==> src/rtl/reg_pc.sv <==
// reg_pc: two-half program counter with per-half load, carry-linked increment,
// optional one-cycle deferred carry into the high half, and registered bus capture.
module reg_pc #(
  parameter int BYTE_W = 8,
  parameter logic [2*BYTE_W-1:0] RESET_VECTOR = 16'hFFFC,
  parameter bit DEFERRED_CARRY = 1'b0
) (
  input  logic                CLK,
  input  logic                RST,
  input  logic                INC,
  input  logic                LOAD_L,
  input  logic [BYTE_W-1:0]   ADL_IN,
  input  logic                LOAD_H,
  input  logic [BYTE_W-1:0]   ADH_IN,
  input  logic                DB_L_EN,
  input  logic                DB_H_EN,
  input  logic                ADL_EN,
  input  logic                ADH_EN,
  output logic [BYTE_W-1:0]   DB_BUS,
  output logic [BYTE_W-1:0]   ADL_BUS,
  output logic [BYTE_W-1:0]   ADH_BUS,
  output logic [2*BYTE_W-1:0] PC_LOOP,
  output logic                CARRY_PEND,
  output logic                WRAP
);
  logic [BYTE_W-1:0] pcl, pch, pcl_nxt, pch_nxt;
  logic carry, inc_h, pend_nxt;
  // In deferred mode the high half consumes last cycle's carry; a pending carry
  // never meets a new one because PCL is zero right after a carry.
  always_comb begin
    carry = !LOAD_L && INC && (&pcl);
    inc_h = !LOAD_H && (DEFERRED_CARRY ? CARRY_PEND : carry);
    pend_nxt = DEFERRED_CARRY && !LOAD_H && !CARRY_PEND && carry;
    pcl_nxt = LOAD_L ? ADL_IN : INC ? pcl + 1'b1 : pcl;
    pch_nxt = LOAD_H ? ADH_IN : inc_h ? pch + 1'b1 : pch;
  end
  always_ff @(posedge CLK or posedge RST)
    if (RST) begin
      {pch, pcl} <= RESET_VECTOR;
      DB_BUS <= '0;
      ADL_BUS <= '0;
      ADH_BUS <= '0;
      CARRY_PEND <= 1'b0;
      WRAP <= 1'b0;
    end else begin
      pcl <= pcl_nxt;
      pch <= pch_nxt;
      CARRY_PEND <= pend_nxt;
      WRAP <= inc_h && (&pch);
      DB_BUS <= DB_L_EN ? pcl : DB_H_EN ? pch : DB_BUS;
      ADL_BUS <= ADL_EN ? pcl : ADL_BUS;
      ADH_BUS <= ADH_EN ? pch : ADH_BUS;
    end
  assign PC_LOOP = {pch, pcl};
endmodule

==> config.mk <==
export PLATFORM = sky130hd
export DESIGN_NAME = reg_pc
export DESIGN_NICKNAME = d
export VERILOG_FILES = /design/src/rtl/reg_pc.sv
export SDC_FILE = /design/constraint.sdc
export NUM_CORES = 1
export LEC_CHECK = 0
export ABC_CLOCK_PERIOD_IN_PS = 3400
export CAP_MARGIN = 20
export CORE_MARGIN = 8
export CORE_UTILIZATION = 30
export CTS_CLUSTER_DIAMETER = 200
export DETAILED_ROUTE_END_ITERATION = 7
export GPL_TIMING_DRIVEN = 0
export PLACE_DENSITY = 0.62
export SETUP_SLACK_MARGIN = 0.2
export SLEW_MARGIN = 5
export SYNTH_ARGS = -nofsm -noshare
export SYNTH_HDL_FRONTEND = slang
export SYNTH_SLANG_ARGS = --single-unit
==> constraint.sdc <==
create_clock -name CLK -period 3.4 [get_ports CLK]
set_input_delay 0.85 -clock CLK [delete_from_list [all_inputs] [get_ports CLK]]
set_output_delay 0.85 -clock CLK [all_outputs]
set_load 0.01 [all_outputs]
==> results.sh <==
export IMPL_num_nets_final=270
export IMPL_post_cts_resize_count=0
export IMPL_clk_latency_ps=300
export IMPL_worstSetupPathType="reg -> out"
export IMPL_cp_slowest_cell="dfstp_2"
export IMPL_final_layout_size_suffix_gt1_share_pct=19.67
export IMPL_crit_path_start_kind="flip-flop"
export IMPL_drt_vias_per_instance=4.676
export IMPL_cts_hold_fix_buffers=0
export IMPL_layout_cells_most_common_list="clkdlybuf4s50_1, nand2_1, dfrtp_1"
export IMPL_leakagePower_nw=1.150
export IMPL_first_pass_grt_wire_length_um=8652
export IMPL_area_growth_syn_to_layout_pct=43.28
export IMPL_synth_cell_type_count=32
export IMPL_rr_worst_depth=5
export IMPL_core_area_mm2=0.006350
export IMPL_place_port_buffers=60
export IMPL_gp_congestion=0.7822
export IMPL_dp_final_hpwl_um=3928
export IMPL_crit_buf_inv=1
export IMPL_clockBufferDepth=2
export IMPL_grt_start_max_net_pins=31
export IMPL_most_used_flip_flop_cell_after_synthesis="dfrtp_1"
export IMPL_asyncSetResetFlopFracSynth_pct=100.0
export IMPL_setup_worst_path_end_class="primary output"
export IMPL_timing_final_crit_share_pct=69.68
export IMPL_first_iter_violations=30
export IMPL_worst_clock_skew_ps=6.912
export IMPL_grt_remaining_overflow=0
export IMPL_ys_warn_count=0
export IMPL_cts_root_buf="clkbuf_8"
export IMPL_ctsHtreeMaxLevel=2
export IMPL_drt_pass1_iterations=4
export IMPL_worstPathRequired_ps=2550
export IMPL_yosys_top_cells_area="dfrtp_1, dfstp_2, mux2_2"
export IMPL_setup_viol=0
export IMPL_slew_violations=0
export IMPL_layout_cells_most_common="clkdlybuf4s50_1"
export IMPL_die_height_um=96.95
export IMPL_cts_buffers_inserted=5
export IMPL_worst_slack_ps=1031
export IMPL_fillers=621
export IMPL_cts_post_setup_buffers_inserted=0
export IMPL_vdd_drop_max_v=0.0003071
export IMPL_min_path_cells=1
export IMPL_total_power_mw=1.406
export IMPL_syn_avg_cell_area_um2=11.23
export IMPL_powerDensity_mw_per_mm2=499.1
export IMPL_timing_hold_violations_final=0
export IMPL_fmaxAchievable_mhz=422.1
export IMPL_synth_edff_count=0
export IMPL_syn_cell_area_mm2=0.001966
export IMPL_worst_path_largest_cell_delay_ps=640
export IMPL_die_outline_area_mm2=0.009398
export IMPL_critical_path_s_top_delay_family="flip-flops"
export IMPL_path_cells="clkdlybuf4s50_1"
export IMPL_route_final_wire_length_um=5103
export IMPL_worst_ep_arrival_ps=1520
export IMPL_initial_standard_cell_utilization_of_the_core_pct=30.96
export IMPL_hold_path_class="reg -> reg"
export IMPL_hold_worst_slack_ps=507.4
export IMPL_antenna_left=0
export IMPL_design_portCount=67
export IMPL_tritoncts="built"
export IMPL_n_antenna_cell=0
export IMPL_clkSinkCount=41
export IMPL_yosys_area_top_type_share_pct=34.37
export IMPL_floorplan_die_width_um=96.95
export IMPL_final_setup_tns_ps=0
export IMPL_synth_largest_area_cell="dfrtp_1"
export IMPL_synthCells=175
export IMPL_yosys_reg_bits=41
export IMPL_placement_rows=29
export IMPL_maxCapViolCount=0
export IMPL_dpl_worst_slack_ps=955.9
export IMPL_finalCriticalPeriod_ps=2369
export IMPL_critical_path_max_fanout=6
export IMPL_syn_num_nets=202
export IMPL_via_count=1501
export IMPL_run_status="completed"
export IMPL_cts_reportedPaths_clkPinSlew_ps=80
export IMPL_remaining_drc_errors=0
export IMPL_antenna_found_initial=0
export IMPL_first_global_vias=1658
export IMPL_routedWlPerCell_um=15.90
export IMPL_critical_path_cell_count=1
export IMPL_track_usage_pct=11.37
export IMPL_synth_seq_area_share_pct=53.09
export IMPL_grt_setup_unrepaired="false"
==> flip-flops by register name, indices dropped and copies added (netlist names) <==
register  cells
pcl           8
pch           8
ADH_BUS       8
ADL_BUS       8
DB_BUS        8
WRAP          1
==> power breakdown <==
part,internal (mW),total [mW],switching (mW)
Combinational,0.188,0.319,0.131
Clock,0.292,0.461,0.169
Sequential,0.563,0.626,0.0632
==> synthesized netlist by cell type, types with 3 or more instances <==
cell type and count:
nor2_1 3, mux2i_1 12, clkbuf_1 7, dfrtp_1 27, xnor2_1 9, inv_1 5, o21ai_0 19, dfstp_2 14
nand2_1 28, mux2_2 16, nand3_1 3, nor3_1 4
==> stage by stage <==
stage               cell area [um^2]  utilization [%]  instances
floorplan                       1966                -        175
global placement                2663            41.93        312
detailed placement              2683            42.25        313
CTS                             2816            44.35        321
global route                    2816            44.35        321
finish                          2816            44.35        321
==> path summary, 6_finish.rpt <==
check | startpoint | endpoint | slack [ps]
worst min-delay path | ADH_BUS[2]$_DFFE_PP0P_ | ADH_BUS[2]$_DFFE_PP0P_ | 510
worst max-delay path | pcl[3]$_DFFE_PP1P_ | PC_LOOP[3] | 1030
min in group asynchronous | RST | ADH_BUS[2]$_DFFE_PP0P_ | 810
worst max register to register | pcl[0]$_DFFE_PP0P_ | pch[7]$_DFFE_PP1P_ | 1730
worst min register to register | ADH_BUS[2]$_DFFE_PP0P_ | ADH_BUS[2]$_DFFE_PP0P_ | 510
max in group asynchronous | RST | pcl[6]$_DFFE_PP1P_ | 2070
==> layout make-up <==
class / instances / area [um^2] / share of cell area, %
clock inverter: 3 / 65.06 / 2.310
sequential: 41 / 1044 / 37.05
tap: 77 / 96.34 / 3.421
multi-input combinational: 119 / 859.6 / 30.52
timing repair buffer: 61 / 620.6 / 22.03
inverter: 5 / 18.77 / 0.6664
clock buffer: 5 / 68.82 / 2.443
buffer: 10 / 43.79 / 1.555
==> cell families after synthesis <==
kind of cell / after synthesis / share of synthesized area (%)
buf+inv: 15 / 3.183
simple gates: 52 / 15.28
other cells: 1 / 0.1908
fa+ha+maj: 2 / 1.273
mux: 28 / 15.28
xor+xnor: 11 / 4.902
flops: 41 / 53.09
compound gates: 25 / 6.811
==> layer usage <==
metal / up-vias / wire length (um) / global-route usage [%]
met3: 8 / 527 / 6.117
met5: - / 0 / 0
met4: 0 / 68 / 3.787
met2: 60 / 2262 / 17.08
li1: 734 / - / -
met1: 699 / 2245 / 13.47
No activity file was read; power rests on OpenSTA's default activity.
